===== src/rtl/regfile_read_arbiter_if.sv =====
// ---------------------------------------------------------------------------
// regfile_read_arbiter_if
//   Requester-side bundle for the register-file read arbiter.
//   req_valid  : requester i has a read pending
//   req_addr   : register number requested by requester i (5 bits each)
//   req_ready  : requester i is granted this cycle
//   resp_valid : read data for requester i is valid this cycle
//   resp_data  : read result for requester i (64 bits each)
//   master modport = requester side, slave modport = arbiter side.
// ---------------------------------------------------------------------------
interface regfile_read_arbiter_if #(
  parameter int NUM_REQ = 4
);
  logic [NUM_REQ-1:0]        req_valid;
  logic [NUM_REQ-1:0][4:0]   req_addr;
  logic [NUM_REQ-1:0]        req_ready;
  logic [NUM_REQ-1:0]        resp_valid;
  logic [NUM_REQ-1:0][63:0]  resp_data;

  modport master (
    output req_valid,
    output req_addr,
    input  req_ready,
    input  resp_valid,
    input  resp_data
  );

  modport slave (
    input  req_valid,
    input  req_addr,
    output req_ready,
    output resp_valid,
    output resp_data
  );
endinterface


===== src/rtl/regfile_read_arbiter.sv =====
// ---------------------------------------------------------------------------
// regfile_read_arbiter
//   Shares the register file's two combinational read ports among NUM_REQ
//   requesters. Each cycle up to two pending requests are granted in
//   round-robin order starting at ptr_r; the first gets read port 1, the
//   second read port 2. The read data is captured at the grant edge and
//   returned to each requester one cycle later.
//
//   Ports:
//     clk            system clock, rising edge
//     reset          asynchronous active-high reset
//     bus            requester channel (regfile_read_arbiter_if.slave)
//     readRegister1  register file read select, port 1 (combinational)
//     readRegister2  register file read select, port 2 (combinational)
//     readData1      register file read data, port 1
//     readData2      register file read data, port 2
// ---------------------------------------------------------------------------
module regfile_read_arbiter #(
  parameter  int NUM_REQ = 4,
  localparam int PTR_W   = $clog2(NUM_REQ)
) (
  input  logic                    clk,
  input  logic                    reset,
  regfile_read_arbiter_if.slave   bus,
  output logic [4:0]              readRegister1,
  output logic [4:0]              readRegister2,
  input  logic [63:0]             readData1,
  input  logic [63:0]             readData2
);

  logic [PTR_W-1:0]          ptr_r;
  logic [PTR_W-1:0]          ptr_nxt_s;
  logic [PTR_W-1:0]          g1_idx_s;
  logic [PTR_W-1:0]          g2_idx_s;
  logic                      g1_found_s;
  logic                      g2_found_s;
  logic [NUM_REQ-1:0]        req_ready_s;
  logic [4:0]                rd_sel1_s;
  logic [4:0]                rd_sel2_s;
  logic [NUM_REQ-1:0]        resp_valid_r;
  logic [NUM_REQ-1:0][63:0]  resp_data_r;

  // Next pointer position after idx, wrapping at NUM_REQ (which need not be a power of two).
  function automatic logic [PTR_W-1:0] wrap_inc(input logic [PTR_W-1:0] idx);
    if (idx == PTR_W'(NUM_REQ - 1)) begin
      wrap_inc = {PTR_W{1'b0}};
    end else begin
      wrap_inc = idx + PTR_W'(1);
    end
  endfunction

  // Round-robin scan from ptr_r: first valid index is g1, next valid one is g2.
  always_comb begin
    logic [PTR_W:0]   sum_v;
    logic [PTR_W-1:0] idx_v;
    logic             take1_v;
    logic             take2_v;
    sum_v      = {(PTR_W+1){1'b0}};
    idx_v      = {PTR_W{1'b0}};
    take1_v    = 1'b0;
    take2_v    = 1'b0;
    g1_found_s = 1'b0;
    g2_found_s = 1'b0;
    g1_idx_s   = {PTR_W{1'b0}};
    g2_idx_s   = {PTR_W{1'b0}};
    for (int k = 0; k < NUM_REQ; k++) begin
      // ptr_r + k spans at most 2*NUM_REQ-2, so one conditional subtract wraps it.
      sum_v   = {1'b0, ptr_r} + (PTR_W+1)'(k);
      idx_v   = (sum_v >= (PTR_W+1)'(NUM_REQ)) ? PTR_W'(sum_v - (PTR_W+1)'(NUM_REQ))
                                                : PTR_W'(sum_v);
      // take2 is evaluated against the g1 state before this index can claim g1,
      // so a single requester can never land on both ports.
      take1_v    = bus.req_valid[idx_v] & ~g1_found_s;
      take2_v    = bus.req_valid[idx_v] & g1_found_s & ~g2_found_s;
      g1_idx_s   = take1_v ? idx_v : g1_idx_s;
      g2_idx_s   = take2_v ? idx_v : g2_idx_s;
      g1_found_s = g1_found_s | take1_v;
      g2_found_s = g2_found_s | take2_v;
    end
  end

  // Grant strobes and read selects; everything is forced idle while reset is high.
  always_comb begin
    req_ready_s = {NUM_REQ{1'b0}};
    rd_sel1_s   = 5'd0;
    rd_sel2_s   = 5'd0;
    if (!reset && g1_found_s) begin
      req_ready_s[g1_idx_s] = 1'b1;
      rd_sel1_s             = bus.req_addr[g1_idx_s];
    end else begin
      rd_sel1_s             = 5'd0;
    end
    if (!reset && g2_found_s) begin
      req_ready_s[g2_idx_s] = 1'b1;
      rd_sel2_s             = bus.req_addr[g2_idx_s];
    end else begin
      rd_sel2_s             = 5'd0;
    end
  end

  // Pointer moves just past the last granted requester; holds when idle.
  always_comb begin
    ptr_nxt_s = ptr_r;
    if (g2_found_s) begin
      ptr_nxt_s = wrap_inc(g2_idx_s);
    end else if (g1_found_s) begin
      ptr_nxt_s = wrap_inc(g1_idx_s);
    end else begin
      ptr_nxt_s = ptr_r;
    end
  end

  // Pointer, response strobes and captured read data.
  always_ff @(posedge clk or posedge reset) begin
    if (reset) begin
      ptr_r        <= {PTR_W{1'b0}};
      resp_valid_r <= {NUM_REQ{1'b0}};
      resp_data_r  <= {(NUM_REQ*64){1'b0}};
    end else begin
      ptr_r        <= ptr_nxt_s;
      resp_valid_r <= req_ready_s;
      for (int i = 0; i < NUM_REQ; i++) begin
        if (g1_found_s && (g1_idx_s == PTR_W'(i))) begin
          resp_data_r[i] <= readData1;
        end else if (g2_found_s && (g2_idx_s == PTR_W'(i))) begin
          resp_data_r[i] <= readData2;
        end else begin
          resp_data_r[i] <= resp_data_r[i];
        end
      end
    end
  end

  assign bus.req_ready  = req_ready_s;
  assign bus.resp_valid = resp_valid_r;
  assign bus.resp_data  = resp_data_r;
  assign readRegister1  = rd_sel1_s;
  assign readRegister2  = rd_sel2_s;

endmodule


===== src/flat_wrapper.sv =====
// flat-port wrapper written by rule: the top's interface ports become plain ports
module regfile_read_arbiter_flat 
#(
  parameter  int NUM_REQ = 4,
  localparam int PTR_W   = $clog2(NUM_REQ)
)
  (clk, reset, readRegister1, readRegister2, readData1, readData2, bus_req_valid, bus_req_addr, bus_req_ready, bus_resp_valid, bus_resp_data);
  regfile_read_arbiter_if #(.NUM_REQ(NUM_REQ)) bus_i ();
  input  logic clk;
  input  logic reset;
  output logic [4:0] readRegister1;
  output logic [4:0] readRegister2;
  input  logic [63:0] readData1;
  input  logic [63:0] readData2;
  input wire logic [$bits(bus_i.req_valid)-1:0] bus_req_valid;
  input wire logic [$bits(bus_i.req_addr)-1:0] bus_req_addr;
  output wire logic [$bits(bus_i.req_ready)-1:0] bus_req_ready;
  output wire logic [$bits(bus_i.resp_valid)-1:0] bus_resp_valid;
  output wire logic [$bits(bus_i.resp_data)-1:0] bus_resp_data;
  assign bus_i.req_valid = bus_req_valid;
  assign bus_i.req_addr = bus_req_addr;
  assign bus_req_ready = bus_i.req_ready;
  assign bus_resp_valid = bus_i.resp_valid;
  assign bus_resp_data = bus_i.resp_data;
  regfile_read_arbiter #(.NUM_REQ(NUM_REQ)) u_core (.clk(clk), .reset(reset), .bus(bus_i), .readRegister1(readRegister1), .readRegister2(readRegister2), .readData1(readData1), .readData2(readData2));
endmodule

===== config.mk =====
export PLATFORM = sky130hd
export DESIGN_NAME = regfile_read_arbiter_flat
export DESIGN_NICKNAME = d
export VERILOG_FILES = /design/src/rtl/regfile_read_arbiter_if.sv /design/src/rtl/regfile_read_arbiter.sv /design/src/flat_wrapper.sv
export SDC_FILE = /design/constraint.sdc
export NUM_CORES = 1
export LEC_CHECK = 0
export BUFFER_PORTS_ARGS = -buffer_cell sky130_fd_sc_hd__buf_4
export CAP_MARGIN = 10
export CELL_PAD_IN_SITES_DETAIL_PLACEMENT = 0
export CELL_PAD_IN_SITES_GLOBAL_PLACEMENT = 1
export CORE_ASPECT_RATIO = 1.4
export CORE_UTILIZATION = 39
export DETAILED_ROUTE_END_ITERATION = 12
export PLACE_DENSITY = 0.86
export SYNTH_ARGS = -nofsm -noshare
export SYNTH_HDL_FRONTEND = slang
export SYNTH_SLANG_ARGS = --single-unit

===== constraint.sdc =====
create_clock -name clk -period 10.88 [get_ports clk]
set_input_delay 1.088 -clock clk [delete_from_list [all_inputs] [get_ports clk]]
set_output_delay 1.088 -clock clk [all_outputs]
set_load 0.03 [all_outputs]

### Word-level counts from Yosys, hierarchy flattened

Cells that the tools add are included.

| word-level totals | value |
|---|---|
| register bits after elaboration | 262 |
| input port bits | 154 |
| output and inout port bits | 274 |

| operators by class | value |
|---|---|
| eq/ne operators | 6 |
| $lt $le $gt $ge | 12 |
| muxes and demuxes | 43 |
| $add $sub $neg | 9 |
| bitwise gates (word level) | 19 |
| reductions and logical operators | 20 |

Operators by type and width:

| operator | number |
|---|---|
| $mux W64 | 8 |
| $mux W2 | 15 |
| $bmux W5 S2 | 2 |
| $mux W5 | 4 |
| $lt A2 B3 Y1 const B | 6 |
| $logic_and A1 B1 Y1 | 12 |
| $reduce_bool A2 Y1 | 5 |
| $ge A3 B3 Y1 const B | 3 |
| $and A1 B1 Y1 | 8 |
| $bmux W1 S2 | 4 |
| $eq A2 B2 Y1 const B | 4 |
| $mux W4 | 2 |
| $sub A2 B1 Y2 const B | 4 |
| $add A2 B2 Y3 const B | 2 |
| $mux W1 | 6 |
| $not A1 Y1 | 5 |
| $or A1 B1 Y1 | 5 |
| $add A2 B1 Y2 const B | 2 |
| $demux W1 S2 | 2 |
| $eq A2 B1 Y1 const B | 2 |
| $ge A2 B1 Y1 const B | 2 |
| $logic_not A2 Y1 | 2 |
| $or A4 B4 Y4 | 1 |
| $add A2 B1 Y3 const B | 1 |
| 2 further kinds | 2 |

### Longest topological paths before layout

| logic depth | value |
|---|---|
| depth in word-level cells | 20 |
| gate-level depth with buffers | 13 |

### Worst setup path after synthesis

No wires, ideal clock.

| timing path | value |
|---|---|
| path type | input -> output |
| from | input port reset |
| to | output port readRegister2[0] |
| buffers on the path | 0 |
| required time | 9,792 ps |
| arrival time | 8,446 ps |
| stages on the path | 3 |
| setup slack | 1,346 ps |
| cell sequence | inv_1 -> o211ai_1 -> o22ai_1 |

| on the way | value |
|---|---|
| cells in the longest elaborated chain, start to end | 3 |

RTL lines:

| what | line | source |
|---|---|---|
| from (decl) | flat_wrapper.sv:10 | `input logic reset;` |
| $logic_not A1 Y1 | regfile_read_arbiter.sv:93 | `if (!reset && g2_found_s) begin` |
| $logic_and A1 B1 Y1 | regfile_read_arbiter.sv:93 |  |
| $mux W5 | regfile_read_arbiter.sv:93 |  |
| to (decl) | flat_wrapper.sv:12 | `output logic [4:0] readRegister2;` |

No other way between the ends.

### Worst setup path in the final report

| timing path | value |
|---|---|
| from | input port bus_req_valid[3] |
| to | output port bus_req_ready[0] |

| on the way | value |
|---|---|
| cells in the longest elaborated chain, start to end | 18 |

RTL lines:

| what | line | source |
|---|---|---|
| from (decl) | flat_wrapper.sv:15 | `input wire logic [$bits(bus_i.req_valid)-1:0] bus_req_valid;` |
| $bmux W1 S2 | regfile_read_arbiter.sv:73 | `take1_v = bus.req_valid[idx_v] & ~g1_found_s;` |
| $mux W1 (implied by the code) | regfile_read_arbiter.sv:73 |  |
| $not A1 Y1 | regfile_read_arbiter.sv:73 |  |
| $and A1 B1 Y1 | regfile_read_arbiter.sv:73 |  |
| $or A1 B1 Y1 | regfile_read_arbiter.sv:77 | `g1_found_s = g1_found_s \| take1_v;` |
| $not A1 Y1 | regfile_read_arbiter.sv:73 |  |
| $and A1 B1 Y1 | regfile_read_arbiter.sv:73 |  |
| $or A1 B1 Y1 | regfile_read_arbiter.sv:77 |  |
| [2 not listed] | - |  |
| $mux W2 | regfile_read_arbiter.sv:75 | `g1_idx_s = take1_v ? idx_v : g1_idx_s;` |
| $lt A2 B3 Y1 (implied by the code) or $ge A2 B1 Y1 (tied branches) | regfile_read_arbiter.sv:88 | `req_ready_s[g1_idx_s] = 1'b1;` |
| $logic_and A1 B1 Y1 (implied by the code) | regfile_read_arbiter.sv:88 |  |
| $mux W1 (implied by the code) | regfile_read_arbiter.sv:88 |  |
| $demux W1 S2 | - |  |
| $mux W4 | regfile_read_arbiter.sv:87 | `if (!reset && g1_found_s) begin` |
| $or A4 B4 Y4 (no line) | - |  |
| $mux W4 (*) | regfile_read_arbiter.sv:93 |  |
| to (decl) | flat_wrapper.sv:17 | `output wire logic [$bits(bus_i.req_ready)-1:0] bus_req_ready;` |

Mark *: on every way between the ends. The rest lies on a longest branch, timed or not. The select of a mux whose other input is x is not followed.

==> impl_metrics.toml <==
[min_path]
min_to = "u_core.bus.resp_data[240]"
min_from = "u_core.bus.resp_data[240]"
hold_depth = 2
hold_path.class = "reg2reg"

[finish]
layout_commonest_cell = "buf_4"
stdcell_area_mm2 = 0.0172
area_growth_syn_to_layout_pct = 31.5
nets = 1779
mostFrequentLayoutCells = "buf_4, mux2i_1, dfrtp_1"
drive_above_1_share_pct = 31.4

[power]
powerDensity_mw_per_mm2 = 365
p_leak_uw = 0.00879
ir_drop_mv = 0.230
design_power_total_uw = 6270

[global_routing]
grt_pass1_wl_mm = 62.2
gr-total-overflow = 0
grt_pass1_vias = 11000
track_usage_pct = 23.7
antenna_found_initial = 1
grt_max_degree = 129

[clock_network]
post_cts_buffers = 0
clkSinkCount = 262
clk_latency_ns = 0.55
cts_root_buffer = "clkbuf_16"
cts-resized-gates = 0
tritoncts = "done"
cts_buffers = 28
ctsHoldBuffers = 0
clkTransAtPathRegs_ns = 0.06
htree_levels = 1
cts_buffer_depth = 3

[synthesis]
yosysSeqAreaShare_pct = 50.2
synthArstFlopShare_pct = 100
synth-edff-count = 0
avgSynthCellArea_um2 = 10.5
synth.cell_area_mm2 = 0.0131
ys.flop_type = "dfrtp_1"
synth_cells = 1238
ys_types = 46
ys_seq_elements = 262
yosys_warnings = 0
synth_nets = 1400

[worst_setup_path]
cp-end-kind = "primary output"
max_stage_delay_ns = 0.64
crit_path_top_delay_cell = "or2b_4"
critPathLaunchType = "input port"
cp.required_ns = 9.79
crit_chain = "buf_4 -> and3b_1 -> o21a_2 -> nor3_4 -> inv_1 -> ha_1 -> or2b_4 -> o21ai_4 -> and2_1 -> buf_4"
r2r_cells = 10
worstReg2RegStart = "u_core.ptr_r[1]"
critPathMostFrequentCell = "buf_4"
cp.arrival_ns = 3.97
reg2reg_to = "u_core.bus.resp_data[128]"
critical_path_class = "in2out"
reg2reg_setup_slack_ns = 6.82
cp_max_fo = 31

[floorplanning]
coreArea_mm2 = 0.0327
initial_core_util_pct = 39.9
fp.dieW_um = 157
row_count = 78
dieArea_mm2 = 0.0342
die_height_um = 219
top_level_ports = 428

[sta]
fmax_ghz = 0.198
slew_headroom_pct = 24.3
tightest_slew_ns = 1.14
setup_violations = 0
hold_viol = 0
fin_crit_ns = 5.06
tns_ns = 0
final_max_slew_viol_count = 0
finalCritPeriodShare_pct = 46.5
final.setup_skew_ns = 0.00807
rsz0062_at_grt = "no"

[run]
drv_cap = 0

[route]
first_pass_iters = 5
wl_mm = 40.9
via_per_inst = 5.21
num_vias = 10800
postRouteAntennaNets = 0
drtIter0Drc = 461
wl_per_cell_um = 19.7
drc = 0

[place]
post_dp_cell_area_mm2 = 0.0162
hpwl_mm = 28.4
io_buffers = 427
place.gp.congestion = 0.859

[status]
status = "finished clean"
[registers in the layout, summed over array words and instances, names as in the netlist]
register and flops:
u_core.bus.resp_data 256, u_core.bus.resp_valid 4, u_core.ptr_r 2
[worst max-delay path, delay by kind of cell]
kind,cells,cell delay (ns)
AOI/OAI and AO/OA,2,0.61
and+or+nand+nor,4,1.57
buffers and inverters,3,0.48
adders and majority gates,1,0.20
[synthesized netlist by cell type, types with 2 or more instances]
cell | instances | area share (%)
o22ai_1 | 5 | 0.24
clkbuf_1 | 15 | 0.43
ha_1 | 8 | 0.77
nand2_1 | 3 | 0.086
o31a_1 | 5 | 0.34
or2_2 | 2 | 0.096
dfrtp_1 | 262 | 50
buf_8 | 19 | 2.2
buf_12 | 6 | 0.92
and2_1 | 6 | 0.29
a21oi_1 | 259 | 9.9
nor2_1 | 260 | 7.5
inv_2 | 2 | 0.058
nand2b_1 | 3 | 0.14
mux2i_1 | 273 | 21
o21ai_1 | 2 | 0.077
a211oi_1 | 10 | 0.57
or2b_1 | 3 | 0.17
a31oi_1 | 2 | 0.096
o21ai_2 | 3 | 0.20
buf_6 | 9 | 0.78
nor2b_1 | 3 | 0.14
and3b_1 | 2 | 0.13
o21ai_0 | 3 | 0.11
inv_1 | 10 | 0.29
buf_2 | 42 | 1.6
a221oi_2 | 2 | 0.23
[where the power goes]
part,total [uW],switching [uW],leakage [uW],internal [uW]
clock network,977,402,0.000465,574
logic,3530,2290,0.00542,1240
registers,1770,296,0.00291,1470
[metal layers]
layer	vias up	share of wire (%)	wire, um	global-route usage [%]
met2	370	51	20900	41.0
met1	5286	38	15500	27.7
met4	0	5.0	2030	12.3
met5	-	0	0	0
li1	5093	-	-	-
met3	96	6.1	2520	4.34
[cell type report]
| type | instances | area, um^2 |
|---|---|---|
| Clock buffer | 39 | 823 |
| Multi-Input combinational cell | 871 | 5720 |
| Tap cell | 440 | 551 |
| Sequential cell | 262 | 6560 |
| Clock inverter | 13 | 123 |
| Inverter | 12 | 52.6 |
| Fill cell | 3036 | 15500 |
| Timing Repair Buffer | 442 | 3340 |
| Antenna cell | 1 | 2.50 |
[kinds of logic (layout without fill, tap and decap cells)]
kind of cell,after synthesis,count (layout),synth area share (%)
other,0,1,0
muxes,273,273,20.9
and+or+nand+nor,288,288,9.09
adders and majority gates,10,10,0.930
buffers and inverters,105,506,6.35
DFF,262,262,50.2
AOI/OAI and AO/OA,300,300,12.5
[worst max-delay path by stage]
stage / from / endpoint
after floorplan: reset / readRegister2[0]
after global placement: bus_req_valid[3] / bus_req_ready[0]
after detailed placement: bus_req_valid[3] / bus_req_ready[0]
after CTS: bus_req_valid[3] / bus_req_ready[0]
after global routing: bus_req_valid[3] / bus_req_ready[0]
final: bus_req_valid[3] / bus_req_ready[0]
[per-stage QoR]
step / worst slack [ns] / std cells / hold WS [ns] / util [%]
after global placement: 5.83 / 2026 / 0.510 / 49.5
after floorplan: 1.35 / 1238 / 0.618 / -
final: 5.82 / 2080 / 0.527 / 52.5
after global routing: 5.55 / 2080 / 0.544 / 52.5
after CTS: 5.77 / 2078 / 0.534 / 52.4
after detailed placement: 5.76 / 2026 / 0.517 / 49.5
Note: power is estimated with default switching activity, not from simulation.
